## config.mk

```make
export PLATFORM = sky130hd
export DESIGN_NAME = servo_gate_scheduler
export DESIGN_NICKNAME = d
export VERILOG_FILES = /design/src/rtl/servo_sched_pkg.sv /design/src/rtl/servo_rr_arbiter.sv /design/src/rtl/servo_gate_scheduler.sv
export SDC_FILE = /design/constraint.sdc
export NUM_CORES = 1
export LEC_CHECK = 0
export ABC_AREA = 1
export BUFFER_PORTS_ARGS = -buffer_cell sky130_fd_sc_hd__buf_2
export CAP_MARGIN = 20
export CORE_UTILIZATION = 40
export DETAILED_ROUTE_END_ITERATION = 8
export PLACE_DENSITY_LB_ADDON = 0.3
export SLEW_MARGIN = 10
export SYNTH_ARGS = -nofsm -noshare
export SYNTH_HDL_FRONTEND = slang
export SYNTH_SLANG_ARGS = --single-unit
```

## constraint.sdc

```tcl
create_clock -name clk -period 5.8 [get_ports clk]
set_input_delay 0.87 -clock clk [delete_from_list [all_inputs] [get_ports clk]]
set_output_delay 0.87 -clock clk [all_outputs]
set_load 0.02 [all_outputs]
```

## src/rtl/servo_sched_pkg.sv

```systemverilog
// Shared constants and state encoding for the gate servo scheduler.
package servo_sched_pkg;
    localparam int PULSE_W = 12;
    localparam int CNT_W   = 20;

    localparam logic [PULSE_W-1:0] PULSE_OPEN_DEF   = 12'd1000;
    localparam logic [PULSE_W-1:0] PULSE_CLOSED_DEF = 12'd2000;
    localparam logic [CNT_W-1:0]   SETTLE_DEF       = 20'd400_000;

    typedef enum logic [1:0] {
        S_IDLE,
        S_GRANT,
        S_SETTLE,
        S_DONE
    } state_t;
endpackage

```

## src/rtl/servo_rr_arbiter.sv

```systemverilog
// Round-robin pick of the first pending gate at or after rr_ptr.
module servo_rr_arbiter
    import servo_sched_pkg::*;
#(
    parameter int NUM_GATES = 4,
    localparam int GW = $clog2(NUM_GATES)
) (
    input  logic [NUM_GATES-1:0] pending,
    input  logic [GW-1:0]        rr_ptr,
    output logic                 any_pending,
    output logic [GW-1:0]        grant_idx
);
    logic [GW-1:0] idx;

    // Scan farthest-first so the nearest pending gate wins last.
    always_comb begin
        any_pending = |pending;
        grant_idx   = '0;
        idx         = '0;
        for (int i = NUM_GATES - 1; i >= 0; i--) begin
            idx = rr_ptr + GW'(i);
            if (pending[idx]) grant_idx = idx;
        end
    end
endmodule

```

## src/rtl/servo_gate_scheduler.sv

```systemverilog
// Queues per-gate open/close requests and grants one servo move at a time.
module servo_gate_scheduler
    import servo_sched_pkg::*;
#(
    parameter int NUM_GATES = 4,
    parameter logic [PULSE_W-1:0] PULSE_OPEN = PULSE_OPEN_DEF,
    parameter logic [PULSE_W-1:0] PULSE_CLOSED = PULSE_CLOSED_DEF,
    parameter logic [CNT_W-1:0] SETTLE_CYCLES = SETTLE_DEF,
    localparam int GW = $clog2(NUM_GATES)
) (
    input  logic                         clk,
    input  logic                         reset,
    input  logic                         req_valid,
    input  logic [GW-1:0]                req_gate,
    input  logic                         req_open,
    output logic                         req_ready,
    output logic [PULSE_W*NUM_GATES-1:0] pulse_duration,
    output logic [NUM_GATES-1:0]         gate_is_open,
    output logic                         busy,
    output logic                         done_pulse,
    output logic [GW-1:0]                done_gate
);
    state_t               state;
    state_t               state_nxt;
    logic [NUM_GATES-1:0] pending;
    logic [NUM_GATES-1:0] pending_open;
    logic [GW-1:0]        rr_ptr;
    logic [GW-1:0]        grant_idx;
    logic [GW-1:0]        arb_idx;
    logic                 any_pending;
    logic [CNT_W-1:0]     counter;
    logic                 accept;
    logic                 changed;

    servo_rr_arbiter #(.NUM_GATES(NUM_GATES)) u_arb (
        .pending     (pending),
        .rr_ptr      (rr_ptr),
        .any_pending (any_pending),
        .grant_idx   (arb_idx)
    );

    assign req_ready = ~pending[req_gate];
    assign accept    = req_valid & req_ready;
    assign busy      = (state != S_IDLE) | (|pending);
    assign changed   = pending_open[grant_idx] != gate_is_open[grant_idx];

    always_ff @(posedge clk or posedge reset) begin
        if (reset) state <= S_IDLE;
        else       state <= state_nxt;
    end

    always_comb begin
        state_nxt = state;
        unique case (state)
            S_IDLE:   if (any_pending) state_nxt = S_GRANT;
            S_GRANT:  state_nxt = changed ? S_SETTLE : S_DONE;
            S_SETTLE: if (counter == '0) state_nxt = S_DONE;
            S_DONE:   state_nxt = S_IDLE;
            default:  state_nxt = S_IDLE;
        endcase
    end

    always_ff @(posedge clk or posedge reset) begin
        if (reset) begin
            pulse_duration <= {NUM_GATES{PULSE_CLOSED}};
            gate_is_open   <= '0;
            pending        <= '0;
            pending_open   <= '0;
            rr_ptr         <= '0;
            grant_idx      <= '0;
            counter        <= '0;
            done_pulse     <= 1'b0;
            done_gate      <= '0;
        end else begin
            done_pulse <= 1'b0;
            if (accept) begin
                pending[req_gate]      <= 1'b1;
                pending_open[req_gate] <= req_open;
            end
            unique case (state)
                S_IDLE: begin
                    if (any_pending) grant_idx <= arb_idx;
                end
                S_GRANT: begin
                    pulse_duration[grant_idx*PULSE_W +: PULSE_W] <=
                        pending_open[grant_idx] ? PULSE_OPEN : PULSE_CLOSED;
                    gate_is_open[grant_idx] <= pending_open[grant_idx];
                    pending[grant_idx]      <= 1'b0;
                    rr_ptr                  <= grant_idx + 1'b1;
                    if (changed) counter <= SETTLE_CYCLES - 1'b1;
                end
                S_SETTLE: begin
                    if (counter != '0) counter <= counter - 1'b1;
                end
                S_DONE: begin
                    done_pulse <= 1'b1;
                    done_gate  <= grant_idx;
                end
                default: ;
            endcase
        end
    end
endmodule
```

Word-level counts from Yosys, hierarchy flattened
Cells that the tools add are included.
{"block": "word_totals", "ff_bits": 89, "latchBits": 0, "mem_bits_rw": 0, "mem_bits_ro": 0, "in_bits": 6, "output_inout_bits": 57, "word_cells": 88, "n_memories": 0}
{"block": "classes", "addsub": 6, "multipliers": 1, "div": 0, "order_cmp": 8, "eq_ne": 8, "shift": 2, "n_mux": 36, "bitwise": 6, "n_reduce_logical": 11}
{"cell": "bitwise mux 48 bit", "n": 1}
{"cell": "variable shift 12 x 34 -> 48 bit, first input constant", "n": 1}
{"cell": "variable part select 12 x 34 -> 48 bit", "n": 1}
{"cell": "2-to-1 mux 20 bit", "n": 2}
{"cell": "one-hot mux 20 bit (2 select lines)", "n": 1}
{"cell": "negator 6 -> 34 bit", "n": 1}
{"cell": "zero test 20 bit", "n": 1}
{"cell": "nonzero test 20 bit", "n": 1}
{"cell": "subtractor 20 x 1 -> 20 bit, second input constant", "n": 1}
{"cell": "less-than comparator 2 x 3 -> 1 bit, second input constant", "n": 6}
{"cell": "binary-select mux 1 bit (select 2 bit)", "n": 7}
{"cell": "2-to-1 mux 2 bit", "n": 6}
{"cell": "2-to-1 mux 1 bit", "n": 11}
{"cell": "2-to-1 mux 11 bit", "n": 1}
{"cell": "bitwise mux 4 bit", "n": 2}
{"cell": "2-to-1 mux 4 bit", "n": 2}
{"cell": "inequality test 2 bit, second input constant", "n": 4}
{"cell": "one-hot mux 2 bit (4 select lines)", "n": 1}
{"cell": "adder 2 x 1 -> 2 bit, second input constant", "n": 2}
{"cell": "adder 2 bit, second input constant", "n": 2}
{"cell": "AND 4 bit", "n": 1}
{"cell": "demux 1 bit (select 2 bit)", "n": 2}
{"cell": "equality test 2 bit, second input constant", "n": 2}
{"cell": ">= comparator 2 x 1 -> 1 bit, second input constant", "n": 2}
{"cell": "other kinds (14)", "n": 17}

Longest topological paths before layout
Gate-level depths: netlist of run 1.
{"block": "logic_depth", "word_depth": 8, "ltp_mapped": 12, "ltp_nobuf": 11}

Hierarchy
A second synthesis of run 1 with hierarchy kept.
{"block": "unflattened", "cells_unflattened": 587, "hier_area_um2": 4236.6}
{"module": "servo_gate_scheduler", "n_inst": 1, "cells_per_inst": 541, "area_per_inst_um2": 4047.6, "seq_area_each_um2": 1791.7}
{"module": "servo_rr_arbiter", "n_inst": 1, "cells_per_inst": 46, "area_per_inst_um2": 188.9, "seq_area_each_um2": 0.0}

Worst setup path after synthesis of run 1
Ideal clock, no wire load.
{"block": "synth_path", "path_type": "input -> output", "from": "input port req_gate[1]", "to": "output port req_ready", "arrival_ns": 1.378, "required_ns": 4.930, "slack_ns": 3.552, "cell_stages": 4, "path_buffers": 0, "path_cell_list": "inv_1 > nand3_1 > o21ai_0 > nor2_1"}
{"block": "synth_via", "elab_chain_cells": 3}
{"item": "start, declared", "line_no": "servo_gate_scheduler.sv:14", "rtl": "input logic [GW-1:0] req_gate,"}
{"item": "binary-select mux 1 bit (select 2 bit)", "line_no": "servo_gate_scheduler.sv:42", "rtl": "assign req_ready = ~pending[req_gate];"}
{"item": "2-to-1 mux 1 bit (implied by the code)", "line_no": "servo_gate_scheduler.sv:42"}
{"item": "NOT 1 bit", "line_no": "servo_gate_scheduler.sv:42"}
{"item": "end, declared", "line_no": "servo_gate_scheduler.sv:16", "rtl": "output logic req_ready,"}
Every way passes these cells. The select of a mux whose other input is x is not followed.

Worst setup path in the final report of run 1
{"block": "layout_path", "from": "register grant_idx[0]", "to": "register pulse_duration[40]"}
{"block": "layout_via", "elab_chain_cells": 5, "word_cells_on_any_way": 8, "classes_between": "1 x add/sub; 1 x mul; 2 x shift; 4 x mux"}
{"item": "start, declared", "line_no": "servo_gate_scheduler.sv:28", "rtl": "logic [GW-1:0] grant_idx;"}
{"item": "start signal, assigned", "line_no": "servo_gate_scheduler.sv:82", "rtl": "if (any_pending) grant_idx <= arb_idx;"}
{"item": "parallel branches: the longest is 4 deep, another holds negator 6 -> 34 bit"}
{"item": "bitwise mux 48 bit *", "line_no": "servo_gate_scheduler.sv:85", "rtl": "pulse_duration[grant_idx*PULSE_W +: PULSE_W] <="}
{"item": "end signal, assigned", "line_no": "servo_gate_scheduler.sv:65", "rtl": "pulse_duration <= {NUM_GATES{PULSE_CLOSED}};"}
{"item": "end signal, assigned by index", "line_no": "servo_gate_scheduler.sv:85"}
{"item": "end, declared", "line_no": "servo_gate_scheduler.sv:17", "rtl": "output logic [PULSE_W*NUM_GATES-1:0] pulse_duration,"}
Mark *: on every way between the ends. The select of a mux whose other input is x is not followed.
A chain may end at the register's enable or synchronous reset.

==> results of run 1 <==
[power by group]
group	leakage [nW]	switching, mW	internal (mW)
Combinational	1.56	1.03	0.460
Clock	0.0894	0.186	0.178
Sequential	0.873	0.178	0.703
Total	2.52	1.40	1.34
[cell usage in the layout, fill, tap and decap left out, types with 8 or more instances in the layout]
cell / count
inv_1: 47
dfstp_2: 12
ha_1: 14
clkbuf_8: 11
nand2_1: 218
nor2_1: 59
buf_2: 62
o21ai_0: 26
nand4_1: 8
dfrtp_1: 59
a21oi_1: 10
nand3_1: 38
nand2_2: 21
[routing by layer]
layer	global-route usage	routed length [µm]
met1	0.2520	4646
met2	0.2942	4270
met3	0.02994	417
met4	0.1006	228
met5	0	0
[worst register-to-register path: stages, from the launching register on]
cell,delay (ns)
dfrtp_1,0.67
inv_2,0.25
ha_1,0.47
inv_1,0.20
nand2_1,0.10
nand2_1,0.12
nand2_1,0.07
o21ai_0,0.17
nor3b_1,0.29
nand2_1,0.12
nand2_1,0.07
[flip-flops by register name, summed over array words and instances (netlist names)]
| register | count |
|---|---|
| counter | 20 |
| done_gate | 2 |
| done_pulse | 1 |
| gate_is_open | 4 |
| grant_idx | 2 |
| pending | 4 |
| pending_open | 4 |
| pulse_duration | 30 |
| rr_ptr | 2 |
| state | 2 |
[kinds of logic (layout without fill, tap and decap cells)]
group           count (synthesis)  count (layout)
simple gates                  368             368
buf+inv                        79             129
flops                          71              71
compound gates                 47              47
fa+ha+maj                      14              14
xor+xnor                        2               2
[stage by stage]
| step | util | instance area (µm²) | setup WS (ns) | hold slack (ns) | total power [mW] |
|---|---|---|---|---|---|
| CTS | 0.4540 | 4687 | 3.269 | 0.4680 | 2.752 |
| floorplan | - | 4244 | 3.153 | 0.4534 | 2.095 |
| global placement | 0.4369 | 4511 | 3.272 | 0.4537 | 2.350 |
| detailed placement | 0.4369 | 4511 | 3.293 | 0.4559 | 2.383 |
| finish | 0.4540 | 4687 | 3.237 | 0.4648 | 2.739 |
| global route | 0.4540 | 4687 | 2.874 | 0.4867 | 2.999 |
[final cells by class]
type | instances | area, µm²
Fill cell | 1039 | 5637
Clock buffer | 13 | 158.9
Timing Repair Buffer | 63 | 317.8
Multi-Input combinational cell | 431 | 2043
Tap cell | 136 | 170.2
Inverter | 50 | 187.7
Clock inverter | 3 | 17.52
Sequential cell | 71 | 1792
[final timing paths]
| check | depth (start not counted) | slack, ns | to | startpoint |
|---|---|---|---|---|
| worst max-delay path | 10 | 3.24 | pulse_duration[40] | grant_idx[0] |
| worst min-delay path | 2 | 0.46 | pulse_duration[22] | pulse_duration[22] |
| worst max register to register | 10 | 3.24 | pulse_duration[40] | grant_idx[0] |
| worst min register to register | 2 | 0.46 | pulse_duration[22] | pulse_duration[22] |
| max in group asynchronous | 3 | 4.46 | pulse_duration[5] | reset |
| min in group asynchronous | 3 | 0.77 | pulse_duration[24] | reset |
==> results.cfg, run 1 <==
[finish]
nets = 646
drive_gt1_frac = 0.2044
instances_no_fill = 767
area_growth_pct = 10.44
diodes = 0

[sta]
worst_slew_margin_rel = 0.4156
timing.fmax_mhz = 390.1
fin_tns_setup_ns = 0
worstMarginPinSlew_ns = 0.8766
period_minus_slack_ns = 2.563
slew_viol_final = 0
finalSetupViolCount = 0
final_hold_viol_count = 0
finClkSkew_ns = 0.01155
finalCritPeriodShare = 0.4419
rsz0062_at_grt = false

[placement]
placedCellCount = 751
gp_congestion = 0.8737
place_hpwl_um = 6921
numPortBuffers = 62

[drt]
wl_per_cell_um = 12.47
viasPerCell = 4.890
drtIter0Drc = 225
drt_wl_total_um = 9562
vias = 3751
drt_first_pass_iters = 5
antenna_left = 0
drcViolationCount = 0

[yosys]
syn_nets = 601
synth_top_area_cell = dfrtp_1
yosysMostFrequentCell = nand2_1
synthFlopType = dfrtp_1
synth-compound-area-share = 0.06073
netlist_top_cells_area = dfrtp_1 35%, nand2_1 19%, dfstp_2 7.4%
syn_area_per_cell_um2 = 7.305
synth_top_family_by_area = simple AND/OR/NAND/NOR gates
synthSimpleGateAreaFrac = 0.3753
synth_top_area_share = 0.3479
ys_seq_elements = 71
synthTopCellsByCount = 218 x nand2_1, 59 x dfrtp_1, 59 x nor2_1
synth_edf_count = 0
ys_warn_count = 0
synthCells = 581
synthXorXnorAreaFrac = 0.004127
syn-cell-area_um2 = 4244
synth_seq_area_share = 0.4222
synth_mux_area_frac = 0
synthArstFlopShare = 1.000
ys_types = 35
synth_fa_ha_area_frac = 0.04127

[clock_network]
clk-insertion-delay-late_ns = 0.36
post-cts-setup-buffer-count = 0
cts-hold-fix-buffers = 0
cts_root_buffer = clkbuf_8
numCtsBuffers = 9
htree_levels = 3
postCtsResizedCells = 0
cts.clk_slew.worst_paths_ns = 0.07
cts_sinks = 71
clock_path_buffers = 2
cts_tree = done

[critical_path]
crit_fanout = 16
worstPathArrival_ns = 2.86
critPathBufInv = 2
critPathLaunchType = register
critical_path.cell_chain = inv_2, ha_1, inv_1, nand2_1, nand2_1, nand2_1, o21ai_0, nor3b_1, nand2_1, nand2_1
cpLargestDelayFamily = simple AND/OR/NAND/NOR gates
max_stage_delay_ns = 0.67
slowest_stage = dfrtp_1
critPathKind = reg2reg
crit_required_ns = 6.10
timing.critical_path.mode_cell = nand2_1
endpoint_kind = register

[status]
outcome = finished, final reports clean

[global_route]
grt_pass1_wl_um = 16420
grt-ovfl-total = 0
grtUsageTotal = 0.1887
grt_max_degree = 72
grt_pass1_vias = 3516
antenna_found_initial = 0

[job]
cap_violations = 0

[power]
powerDensity_nw_per_um2 = 584.5
p_leak_nw = 2.519
vdd_drop_max_mv = 0.2031

[floorplan]
die_area_um2 = 11030
ioPinCount = 63
initial_core_util = 0.4111
die-height_um = 105.0
rows = 37
die_w_um = 105.0
coreArea_um2 = 10320

[hold_path]
min_path_type = reg2reg
(Power assumes the default switching activity.)
==> inputs of run 2 (changes only) <==
- clock period: 5.8 -> 2.15 ns (I/O delays scaled with it)
==> run 2 against run 1 <==
Net effect:
- wire length increased by 1.5%
- combinational power rose to 2.8 times the previous value
- sequential share of layout area decreased by 0.85 points
- power rose to 2.8 times the previous value
- count of clock-buffer cells in the layout is 3 lower
- flip-flop and latch count unchanged
- critical endpoint is now pulse_duration[41]
- largest power group unchanged
==> results.cfg, run 2 (synthesized netlist as in run 1, its figures left out) <==
[placement]
place_hpwl_um = 7162
numPortBuffers = 62
gp_congestion = 0.9176
placed_area_um2 = 4583

[clock_network]
cts_sinks = 71
cts.clk_slew.worst_paths_ns = 0.08
htree_levels = 3
numCtsBuffers = 9
clk-insertion-delay-late_ns = 0.35
cts_tree = done
cts_root_buffer = clkbuf_8
clock_path_buffers = 2
post-cts-setup-buffer-count = 0

[critical_path]
r2r_cells = 10
max_stage_delay_ns = 0.39
rrSetupSlack_ns = 0.27
cpLargestDelayFamily = simple AND/OR/NAND/NOR gates
endpoint_kind = register
timing.critical_path.mode_cell = nand2_1
critPathBufInv = 2
slowest_stage = dfrtp_1
worstPathArrival_ns = 2.17
critPathLaunchType = register
r2r_start = grant_idx[0]
r2r_end = pulse_duration[41]
crit_required_ns = 2.45
critical_path.cell_chain = inv_2, ha_1, inv_1, nand2_1, nand2_1, nand2_1, o21ai_0, nor3b_1, nand2_1, nand2_1
critPathKind = reg2reg
crit_fanout = 14

[sta]
holdWs_ns = 0.2621
final_hold_viol_count = 0
worstMarginPinSlew_ns = 0.4505
timing.fmax_mhz = 533.0
finalCritPeriodShare = 0.8727
period_minus_slack_ns = 1.876
rsz0062_at_grt = false
fin_tns_setup_ns = 0
slew_viol_final = 0
finalSetupViolCount = 0
finClkSkew_ns = 0.01012
worst_slew_margin_rel = 0.6989

[finish]
final_cell_mix = 218 x nand2_1, 62 x buf_2, 59 x nor2_1, 59 x dfrtp_1, 47 x inv_1
area_growth_pct = 12.94
postLayoutCellArea_um2 = 4793
largest_reg_flops = 30
regMostFlops = pulse_duration
final_common_cell = nand2_1
num-fill-cells = 1032
drive_gt1_frac = 0.2188
diodes = 0
nets = 655
fin_util = 0.4643
largestRegisters = pulse_duration: 30 flops, counter: 20 flops

[drt]
drcViolationCount = 0
wl_per_cell_um = 12.51
antenna_left = 0
drtIter0Drc = 182
vias = 3783
viasPerCell = 4.875
drt_wl_total_um = 9706
drt_first_pass_iters = 4

[hold_path]
hold_start = req_open
hold_path_depth = 3
min_to = pending_open[1]
min_path_type = in2reg

[floorplan]
die_w_um = 105.0
die_area_um2 = 11030
coreArea_um2 = 10320
rows = 37
die-height_um = 105.0
ioPinCount = 63
initial_core_util = 0.4111

[global_route]
grtUsageTotal = 0.1933
antenna_found_initial = 0
grt_pass1_vias = 3571
grt-ovfl-total = 0
grt_pass1_wl_um = 16710
grt_max_degree = 57

[job]
cap_violations = 0

[power]
p_leak_nw = 2.573
powerDensity_nw_per_um2 = 1585
vdd_drop_max_mv = 0.5338

[status]
outcome = finished, final reports clean
run 2: worst max-delay path by stage:
| stage | startpoint | to | slack [ns] | depth (start not counted) |
|---|---|---|---|---|
| after floorplan | reset | counter[0] | 0.05 | 1 |
| after global placement | grant_idx[0] | pulse_duration[40] | 0.26 | 9 |
| after global routing | state[0] | counter[15] | 0.06 | 8 |
| after CTS | grant_idx[0] | pulse_duration[40] | 0.22 | 9 |
| final | grant_idx[0] | pulse_duration[41] | 0.27 | 10 |
| after detailed placement | grant_idx[0] | pulse_duration[40] | 0.25 | 9 |
run 2: what timing repair did:
item                                    CTS  global route
hold endpoints to repair                 15             0
hold buffers                              1             0
resized for setup                         0             1
endpoints found under the setup margin    0             1
run 2: area by class of cell:
type / instances / area (µm²) / area share
Timing Repair Buffer: 72 / 400.4 / 0.08353
Clock inverter: 6 / 60.06 / 0.01253
Clock buffer: 10 / 137.6 / 0.02871
Sequential cell: 71 / 1792 / 0.3738
Tap cell: 136 / 170.2 / 0.03550
Multi-Input combinational cell: 431 / 2046 / 0.4268
Inverter: 50 / 187.7 / 0.03915
run 2: worst reg2reg max path, cell delays in order, from the launching register on:
cell and delay, ns:
dfrtp_1 0.39, inv_2 0.21, ha_1 0.29, inv_1 0.12, nand2_1 0.08, nand2_1 0.12
nand2_1 0.09, o21ai_0 0.13, nor3b_1 0.25, nand2_1 0.08, nand2_1 0.06
run 2: metal layers:
layer / part of all wire / up-vias / track usage
li1: - / 1923 / -
met1: 0.48 / 1726 / 0.2579
met2: 0.43 / 113 / 0.2956
met3: 0.048 / 21 / 0.03244
met4: 0.032 / 0 / 0.1127
met5: 0 / - / 0
run 2: where the power goes:
part	internal (mW)	total (mW)	switching, mW	leakage (nW)
Clock	0.561	1.08	0.517	0.0981
Sequential	1.90	2.31	0.416	0.873
Combinational	1.34	4.21	2.87	1.60
run 2: per-stage QoR:
step / setup WS (ns) / power, mW / std cells
final: 0.2738 / 7.598 / 776
after global placement: 0.2575 / 6.489 / 759
after floorplan: 0.05079 / 5.650 / 581
after global routing: 0.06079 / 8.345 / 776
after detailed placement: 0.2454 / 6.541 / 759
after CTS: 0.2241 / 7.642 / 776
==> inputs of run 3 (changes only) <==
- REMOVE_ABC_BUFFERS: default -> 1
==> run 3 against run 2 <==
Net effect:
- die area unchanged
- sequential share of layout area down 0.078 points
- critical path depth down 2
- first-iteration DRC count up 6.6%
- clock skew up 0.0054 ns
- register-to-register slack worse by 0.09 ns
- combinational power up 1%
==> results.cfg, run 3 (synthesized netlist as in run 1, its figures left out) <==
[job]
cap_violations = 0

[placement]
place_ws_ns = 0.2162
numPortBuffers = 62
placedCellCount = 762
placed_area_um2 = 4606
gp_congestion = 0.8616
place_hpwl_um = 7166

[sta]
finClkSkew_ns = 0.01552
rsz0062_at_grt = false
worst_slew_margin_rel = 0.6799
worstMarginPinSlew_ns = 0.4790
final_hold_viol_count = 0
fin_tns_setup_ns = 0
finalSetupViolCount = 0
fin_ws_ns = 0.1805
period_minus_slack_ns = 1.970
finalCritPeriodShare = 0.9161
timing.fmax_mhz = 507.7
slew_viol_final = 0

[finish]
postLayoutCellArea_um2 = 4803
regMostFlops = pulse_duration
nets = 658
instances_no_fill = 779
fin_util = 0.4653
diodes = 0
largest_reg_flops = 30
area_growth_pct = 13.18
final_cell_mix = 218 x nand2_1, 62 x buf_2, 59 x nor2_1, 59 x dfrtp_1, 47 x inv_1
num-fill-cells = 1052
drive_gt1_frac = 0.2208
final_common_cell = nand2_1
largestRegisters = pulse_duration: 30 flops, counter: 20 flops

[hold_path]
min_path_type = in2reg
hold_start = req_open

[clock_network]
cts_tree = done
clock_path_buffers = 2
cts_root_buffer = clkbuf_8
cts_sinks = 71
cts.clk_slew.worst_paths_ns = 0.08
numCtsBuffers = 9
clk-insertion-delay-late_ns = 0.37
postCtsResizedCells = 0
htree_levels = 3

[critical_path]
max_stage_delay_ns = 0.44
critical_path.cell_chain = inv_1, ha_1, clkinv_1, nand2_1, nand2_1, nor2_4, nand2_1, nand2_2
r2r_start = state[0]
worstPathArrival_ns = 2.27
endpoint_kind = register
critPathKind = reg2reg
slowest_stage = dfrtp_1
crit_required_ns = 2.45
timing.critical_path.mode_cell = nand2_1
startpoint = state[0]
crit_fanout = 20
critPathLaunchType = register

[drt]
drt_first_pass_iters = 5
drtIter0Drc = 194
wl_per_cell_um = 12.61
viasPerCell = 4.860
drt_wl_total_um = 9822
vias = 3786
antenna_left = 0
drcViolationCount = 0

[floorplan]
die_w_um = 105.0
die_area_um2 = 11030
die-height_um = 105.0
initial_core_util = 0.4111
coreArea_um2 = 10320
rows = 37
ioPinCount = 63

[power]
powerDensity_nw_per_um2 = 1586
vdd_drop_max_mv = 0.6675
p_leak_nw = 2.580

[global_route]
grt_max_degree = 54
grtUsageTotal = 0.1898
grt_pass1_wl_um = 16530
grt_pass1_vias = 3494
antenna_found_initial = 0
grt-ovfl-total = 0

[status]
outcome = finished, final reports clean
## run 3: cell count changes in the layout (fill, tap and decap cells not counted), sizes merged
cell / delta
inv: +3
buf: +3
bufinv: -1
clkinv: -2
## run 3: per-layer routing
layer	GRT usage	routed length [µm]
met1	0.2659	4892
met5	0	0
met3	0.02558	430
met4	0.09054	218
met2	0.2900	4281
## run 3: final cells by class
class	instances	area (µm²)	area share
Multi-Input combinational cell	431	2043	0.4254
Timing Repair Buffer	75	422.9	0.08804
Clock inverter	6	50.05	0.01042
Sequential cell	71	1792	0.3730
Inverter	50	187.7	0.03907
Clock buffer	10	137.6	0.02865
Tap cell	136	170.2	0.03543
## run 3: final timing paths
path / to / slack, ns / depth (start not counted)
setup / recovery: counter[10] / 0.18 / 8
hold / removal: pending_open[1] / 0.25 / 3
setup reg to reg: counter[10] / 0.18 / 8
hold reg to reg: pulse_duration[4] / 0.47 / 2
max in group asynchronous: pulse_duration[4] / 1.00 / 4
min in group asynchronous: pulse_duration[38] / 0.49 / 3
## run 3: per-stage QoR
| step | hold slack, ns | total power, mW |
|---|---|---|
| after floorplan | 0.4534 | 5.276 |
| after global placement | 0.3347 | 6.499 |
| after detailed placement | 0.3385 | 6.591 |
| after CTS | 0.2436 | 7.639 |
| after global routing | 0.2645 | 8.288 |
| final | 0.2520 | 7.620 |
## run 3: timing repair
| item | in CTS | in global routing |
|---|---|---|
| hold endpoints to repair | 10 | 0 |
| hold buffers | 1 | 0 |
| setup buffers | 0 | 0 |
## run 3: worst max-delay path, delay by kind of cell (launching register included)
family,cells,cell delay (ns)
flops,1,0.44
buf+inv,2,0.30
fa+ha+maj,1,0.36
simple gates,5,0.81
## run 3: power by group
| part | leakage [nW] | internal, mW | total, mW | switching (mW) |
|---|---|---|---|---|
| sequential | 0.873 | 1.90 | 2.32 | 0.425 |
| combinational | 1.62 | 1.36 | 4.27 | 2.90 |
| clock | 0.0899 | 0.464 | 1.03 | 0.568 |
| total | 2.58 | 3.72 | 7.62 | 3.90 |
